==> config.mk <==
export PLATFORM = sky130hd
export DESIGN_NAME = transaction_sequencer
export DESIGN_NICKNAME = d
export VERILOG_FILES = /design/src/rtl/txn_seq_pkg.sv /design/src/rtl/next_stage_finder.sv /design/src/rtl/transaction_sequencer.sv
export SDC_FILE = /design/constraint.sdc
export NUM_CORES = 1
export LEC_CHECK = 0
export CAP_MARGIN = 20
export CORE_MARGIN = 2
export CORE_UTILIZATION = 55
export CTS_CLUSTER_DIAMETER = 50
export DETAILED_ROUTE_END_ITERATION = 8
export PLACE_DENSITY = 0.86
export SLEW_MARGIN = 20
export SYNTH_ARGS = -nofsm -noshare
export SYNTH_HDL_FRONTEND = slang
export SYNTH_SLANG_ARGS = --single-unit
==> constraint.sdc <==
create_clock -name clock -period 3.6 [get_ports clock]
set_input_delay 0.36 -clock clock [delete_from_list [all_inputs] [get_ports clock]]
set_output_delay 0.36 -clock clock [all_outputs]
set_load 0.05 [all_outputs]
==> src/rtl/txn_seq_pkg.sv <==
// Shared types and constants for the transaction sequencer.
package txn_seq_pkg;

  localparam logic [2:0] ST_IDLE   = 3'd0;
  localparam logic [2:0] ST_TRAVEL = 3'd1;
  localparam logic [2:0] ST_STEP   = 3'd2;
  localparam logic [2:0] ST_DONE   = 3'd3;
  localparam logic [2:0] ST_ERROR  = 3'd4;

  typedef enum logic [2:0] {
    StIdle   = ST_IDLE,
    StTravel = ST_TRAVEL,
    StStep   = ST_STEP,
    StDone   = ST_DONE,
    StError  = ST_ERROR
  } state_e;

  localparam logic [1:0] ERR_NONE    = 2'b00;
  localparam logic [1:0] ERR_TIMEOUT = 2'b01;
  localparam logic [1:0] ERR_ABORT   = 2'b10;

  // Stage codes are index+1 with 0 meaning "none".
  function automatic int unsigned code_width(input int unsigned num_stages);
    return $clog2(num_stages + 1);
  endfunction

endpackage

==> src/rtl/next_stage_finder.sv <==
// Priority search for the lowest set mask bit above idx (or anywhere when from_start).
module next_stage_finder #(
  parameter int unsigned NUM_STAGES = 4,
  parameter int unsigned CODE_W     = 3
) (
  input  logic [NUM_STAGES-1:0] mask,
  input  logic [CODE_W-1:0]     idx,
  input  logic                  from_start,
  output logic                  found,
  output logic [CODE_W-1:0]     next_idx
);

  always_comb begin
    found    = 1'b0;
    next_idx = '0;
    for (int unsigned i = 0; i < NUM_STAGES; i++) begin
      if (!found && mask[i] && (from_start || i > 32'(idx))) begin
        found    = 1'b1;
        next_idx = CODE_W'(i);
      end
    end
  end

endmodule

==> src/rtl/transaction_sequencer.sv <==
// Sequences a transaction through masked travel/step stages with watchdog,
// abort and completion/error reporting.
module transaction_sequencer
  import txn_seq_pkg::*;
#(
  parameter int unsigned NUM_STAGES     = 4,
  parameter int unsigned CODE_W         = code_width(NUM_STAGES),
  parameter int unsigned TIMEOUT_CYCLES = 255
) (
  input  logic                  clock,
  input  logic                  resetn,
  input  logic                  start_transaction,
  input  logic [NUM_STAGES-1:0] stage_mask,
  input  logic                  abort,
  input  logic                  done_travel,
  input  logic                  done_step,
  output logic [CODE_W-1:0]     step,
  output logic [CODE_W-1:0]     travel,
  output logic                  busy,
  output logic                  txn_done,
  output logic                  txn_error,
  output logic [1:0]            err_code,
  output logic [CODE_W-1:0]     err_stage
);

  localparam int unsigned TCNT_W = $clog2(TIMEOUT_CYCLES);
  localparam logic [TCNT_W-1:0] TCNT_LAST = TCNT_W'(TIMEOUT_CYCLES - 1);

  state_e                state_q, state_d;
  logic [CODE_W-1:0]     idx_q, idx_d;
  logic [NUM_STAGES-1:0] mask_q, mask_d;
  logic [TCNT_W-1:0]     tcnt_q, tcnt_d;
  logic [1:0]            err_code_q, err_code_d;
  logic [CODE_W-1:0]     err_stage_q, err_stage_d;

  logic                  in_idle;
  logic                  found;
  logic [CODE_W-1:0]     next_idx;
  logic [CODE_W-1:0]     stage_code;
  logic                  phase_done;

  assign in_idle    = (state_q == StIdle);
  assign stage_code = idx_q + CODE_W'(1);
  assign phase_done = (state_q == StTravel) ? done_travel : done_step;

  // In IDLE the search runs on the live mask to pick the first enabled stage.
  next_stage_finder #(
    .NUM_STAGES(NUM_STAGES),
    .CODE_W    (CODE_W)
  ) u_finder (
    .mask      (in_idle ? stage_mask : mask_q),
    .idx       (idx_q),
    .from_start(in_idle),
    .found     (found),
    .next_idx  (next_idx)
  );

  always_ff @(posedge clock) begin
    if (!resetn) begin
      state_q     <= StIdle;
      idx_q       <= '0;
      mask_q      <= '0;
      tcnt_q      <= '0;
      err_code_q  <= ERR_NONE;
      err_stage_q <= '0;
    end else begin
      state_q     <= state_d;
      idx_q       <= idx_d;
      mask_q      <= mask_d;
      tcnt_q      <= tcnt_d;
      err_code_q  <= err_code_d;
      err_stage_q <= err_stage_d;
    end
  end

  always_comb begin
    state_d     = state_q;
    idx_d       = idx_q;
    mask_d      = mask_q;
    tcnt_d      = tcnt_q;
    err_code_d  = err_code_q;
    err_stage_d = err_stage_q;
    case (state_q)
      StIdle: begin
        if (start_transaction) begin
          mask_d      = stage_mask;
          err_code_d  = ERR_NONE;
          err_stage_d = '0;
          tcnt_d      = '0;
          if (found) begin
            state_d = StTravel;
            idx_d   = next_idx;
          end else begin
            state_d = StDone;
          end
        end
      end
      StTravel, StStep: begin
        if (abort) begin
          state_d     = StError;
          err_code_d  = ERR_ABORT;
          err_stage_d = stage_code;
          tcnt_d      = '0;
        end else if (phase_done) begin
          tcnt_d = '0;
          if (state_q == StTravel) begin
            state_d = StStep;
          end else if (found) begin
            state_d = StTravel;
            idx_d   = next_idx;
          end else begin
            state_d = StDone;
          end
        end else if (tcnt_q == TCNT_LAST) begin
          state_d     = StError;
          err_code_d  = ERR_TIMEOUT;
          err_stage_d = stage_code;
          tcnt_d      = '0;
        end else begin
          tcnt_d = tcnt_q + TCNT_W'(1);
        end
      end
      StDone, StError: state_d = StIdle;
      default:         state_d = StIdle;
    endcase
  end

  assign busy      = (state_q == StTravel) || (state_q == StStep);
  assign step      = busy ? stage_code : '0;
  assign travel    = (state_q == StTravel) ? stage_code : '0;
  assign txn_done  = (state_q == StDone);
  assign txn_error = (state_q == StError);
  assign err_code  = err_code_q;
  assign err_stage = err_stage_q;

endmodule

* Word level (Yosys, flattened, before mapping)
Index checks and enable logic that the tools add are counted.
** Storage, ports and cells
- Register bits :: 23
- Input bits :: 10
- Output and inout bits :: 14
- Logic and storage cells :: 84
** Cells by class
- $add $sub $neg :: 2
- Magnitude comparators :: 3
- Eq/ne operators :: 12
- Muxes and demuxes :: 39
- Reduce and logical (&&, ||, !) cells :: 22
** Operators with widths (number)
- 2-to-1 mux 3 bit :: 16
- 2-to-1 mux 8 bit :: 4
- one-hot mux 3 bit (2 select lines) :: 3
- one-hot mux 8 bit (2 select lines) :: 1
- 2-to-1 mux 2 bit :: 7
- adder 8 x 1 -> 8 bit (second input constant) :: 1
- == test 8 bit (second input constant) :: 1
- inequality test 2 bit (second input constant) :: 4
- logical AND 1 bit :: 7
- == test 3 x 2 -> 1 bit (second input constant) :: 2
- greater-than comparator 2 x 3 -> 1 bit (first input constant) :: 2
- 2-to-1 mux 1 bit :: 6
- inequality test 3 bit (second input constant) :: 2
- AND reduction 2 bit :: 3
- AND reduction 5 bit :: 1
- logical OR 1 bit :: 4
- 2-to-1 mux 4 bit :: 1
- inequality test 4 bit (second input constant) :: 1
- one-hot mux 2 bit (2 select lines) :: 1
- AND reduction 4 bit :: 1
- adder 3 x 1 -> 3 bit (second input constant) :: 1
- == test 3 x 1 -> 1 bit (second input constant) :: 1
- == test 3 bit (second input constant) :: 1
- greater-than comparator 1 x 3 -> 1 bit (first input constant) :: 1
- other kinds (4) :: 6

* Longest topological paths before layout
- Depth in word-level cells :: 21
- Mapped depth :: 7
- Depth with buffers taken out :: 7

* Cells and area by module
Synthesis repeated with hierarchy kept, for this count alone.
** Second synthesis, totals
- Cell total of the unflattened synthesis :: 176
- Area, all modules :: 1462.7 µm²
** By module, submodules not included
- transaction_sequencer :: instances 1, cells an instance 160, area an instance 1347.5 µm², sequential area each 460.4 µm²
- next_stage_finder :: instances 1, cells an instance 16, area an instance 115.1 µm², sequential area each 0.0 µm²

* Least setup slack after synthesis
Ideal clock, no wire load.
- Kind :: flip-flop to output port
- Start :: register state_q[2]
- End :: output travel[0]
- Arrival :: 1.694 ns
- Path slack :: 1.546 ns
- Cell stages (with the launch flop) :: 3
- Path buffers :: 1
- Cell sequence :: dfxtp_1 clkbuf_1 nor3_1
** On the way
- Cells in the longest elaborated chain, start to end :: 2
** Ends and longest elaborated chain
- start, declared :: line transaction_sequencer.sv:29 : state_e state_q, state_d;
- start signal, assigned :: line transaction_sequencer.sv:60 : state_q <= StIdle;
- start signal, assigned :: line transaction_sequencer.sv:67 : state_q <= state_d;
- == test 3 x 1 -> 1 bit :: line transaction_sequencer.sv:130 : assign travel = (state_q == StTravel) ? stage_code : '0;
- 2-to-1 mux 3 bit :: line transaction_sequencer.sv:130
- end, declared :: line transaction_sequencer.sv:18 : output logic [CODE_W-1:0] travel,
Every way passes these cells.

* Final worst setup path
- Start :: register state_q[0]
- End :: output step[1]
** On the way
- Cells in the longest elaborated chain, start to end :: 3
- Elaborated cells on any way between the ends :: 4
- Those cells by class :: 2 x eq/ne; 1 x mux; 1 x reduce/logical
** Ends and longest elaborated chain
- == test 3 x 1 -> 1 bit or == test 3 x 2 -> 1 bit (tied branches) :: line transaction_sequencer.sv:128 : assign busy = (state_q == StTravel) || (state_q == StStep);
- logical OR 1 bit * :: line transaction_sequencer.sv:128
- 2-to-1 mux 3 bit * :: line transaction_sequencer.sv:129 : assign step = busy ? stage_code : '0;
- end, declared :: line transaction_sequencer.sv:17 : output logic [CODE_W-1:0] step,
Every way passes the cells marked *; elsewhere a longest branch is shown, timed or not.

==> results.cfg <==
[status]
status = finished clean

[routing]
drt_iter0_drc = 23
drt_first_pass_iters = 4
wire_per_inst_um = 13.76
routed_wirelength_mm = 2.697
num_vias = 1092
drc_errors = 0
avgViaCountPerCell = 5.571
drtAntennaViolNets = 0

[clock_tree]
htree_levels = 1
clkSlewWorstSetupHoldPaths_ns = 0.12
numCtsBuffers = 3
cts_root_buffer = clkbuf_4
cts.sinks = 21
hold_buffers = 0
cts_tree = yes
cts_resized = 0
clock_path_buffers = 2
clock_latency_ns = 0.31
cts_setup_buffers = 0

[place]
place_hpwl_mm = 2.057
dp.cells = 192
gp_congestion = 0.8473
pre_cts_ws_ns = 1.182
io_buffers = 23

[logic_synthesis]
async_flop_share = 0
synth_ff_type = dfxtp_1
synth_edf_count = 0
yosys.area.top_type_share = 0.3268
syn_avg_cell_area_um2 = 8.750
syn_inst = 147
synth_nets = 162
synth_area_leaders = dfxtp_1, mux2i_1, ha_1
ys_warn_count = 0
yosys.area_share.adder = 0.04864
synth_cell_types = 48
yosysSeqAreaShare = 0.3268
synth_area_mm2 = 0.001286
synth_top_family_by_area = simple AND/OR/NAND/NOR gates
synth-compound-area-share = 0.1586
synth-simple-area-share = 0.2928
synth_xor_xnor_area_share = 0.04767
synth-seq-cells = 21
synthMuxAreaShare = 0.07782
synth_area_leader_cell = dfxtp_1

[sta]
fmax_mhz = 358.8
setup_tns_ns = 0
maxSlewHeadroom = 0.5462
tightest_slew_ns = 0.6786
period_minus_slack_ns = 2.787
final_hold_viol_count = 0
fin_crit_sh = 0.7741
setup_viol = 0
setup_ws_ns = 0.8133
finalMaxSlewViolations = 0
fin_skew_ns = 0.005184
rsz0062_at_grt = no

[floorplanning]
ios = 24
placementRows = 17
die_area_mm2 = 0.002742
initial_core_util = 0.5814
chipWidth_um = 52.36
core_area_mm2 = 0.002212
die_h_um = 52.36

[finish]
layout_commonest_cell = clkdlybuf4s50_1
antennaDiodeCount = 0
finish.utilization = 0.6980
multi_input_area_um2 = 804.5
nets = 184
drive_gt1_frac = 0.09524
n_fill_cell = 175
syn_to_final_growth_pct = 20.04
layout_common_cells = clkdlybuf4s50_1, dfxtp_1, nor2_1
stdcell_count = 196
seqCellArea_um2 = 420.4

[worst_hold_path]
hold_class = reg2reg

[critical_path]
crit_required_ns = 3.24
worstSetupPathType = reg2out
startpoint_type = register
cp_max_fo = 13
end_kind = primary output
critPathArrivalTime_ns = 2.43

[power_and_ir_drop]
p_sw_uw = 263.3
powerDensity_mw_per_mm2 = 427.5
leakage_uw = 0.0005983
power_frac_clock = 0.176
p_sw_frac = 0.3989
p_total_uw = 660.1
pwr-share-seq = 0.415
p_int_uw = 396.8
combPwrFrac = 0.409
peakVddDrop_v = 0.0003781

[grt]
grt_util_met1 = 0.3014
grt_most_used_layer = met2
use_met2 = 0.3521
grt_first_pass_wirelength_mm = 4.547
grtUsageMet3 = 0.04000
grt_start_max_net_pins = 23
gr-total-overflow = 0
antenna_found_initial = 0
grt_pass1_vias = 1053
grt_use_total = 0.2311

[flow_run]
cap_violations = 0
-- layer usage --
metal	vias to the layer above	routed length, µm
met5	-	0
met4	0	60
met3	5	170
met2	37	1209
met1	494	1257
li1	556	-
-- synthesized netlist by cell type (all sizes together), types with 2 or more instances --
master and instances:
a211oi 2, a21oi 3, a22oi 2, and2 7, and3 2, and4 2, buf 3, clkbuf 3
dfxtp 21, ha 5, inv 7, mux2i 10, nand2 14, nand2b 2, nand3 3, nand4 2
nor2 17, nor2b 8, nor3 4, nor3b 2, o21ai 3, o221a 2, o31ai 2, xor2 6
-- final cells by class --
cell class                 instances  area share
clock inverter                     1    0.003241
tap                               28     0.02269
clock buffer                       3     0.01459
timing repair buffer              23      0.1491
inverter                           7     0.01702
sequential                        21      0.2723
multi-input combinational        113      0.5211
-- registers in the layout (all words and copies together) (netlist names) --
signal     cells
err_code       2
err_stage      3
idx_q          2
mask_q         3
state_q        3
tcnt_q         8
-- logic make-up (layout without fill, tap and decap cells) --
family	after synthesis	in the layout
mux	10	10
buf+inv	13	34
flops	21	21
xor+xnor	7	7
simple gates	67	67
fa+ha+maj	5	5
compound gates	24	24
-- through the flow --
step	hold slack [ns]	area (µm²)
floorplan	0.4649	1286
global placement	0.4466	1516
detailed placement	0.4590	1516
CTS	0.4816	1544
global route	0.5157	1544
finish	0.4773	1544
-- critical path, stage by stage (launching register included) --
cell and delay (ns):
dfxtp_1 0.65, xor2_1 0.24, and2b_1 0.24, and2_1 0.18
clkdlybuf4s50_1 0.81
-- worst paths after layout --
| kind | from | endpoint | slack, ns | depth (start not counted) |
|---|---|---|---|---|
| hold / removal | err_stage[1] | err_stage[1] | 0.48 | 2 |
| setup reg to reg | state_q[0] | state_q[0] | 1.61 | 5 |
| setup / recovery | state_q[0] | step[1] | 0.81 | 4 |
| hold reg to reg | err_stage[1] | err_stage[1] | 0.48 | 2 |
-- power groups by stage --
stage / registers (µW) / logic, µW / clock network, µW
floorplan: 278 / 200 / 0
global placement: 277 / 265 / 0
detailed placement: 279 / 269 / 0
CTS: 274 / 270 / 121
global route: 277 / 294 / 129
finish: 274 / 270 / 116
Power figures use the tool's default switching activity.
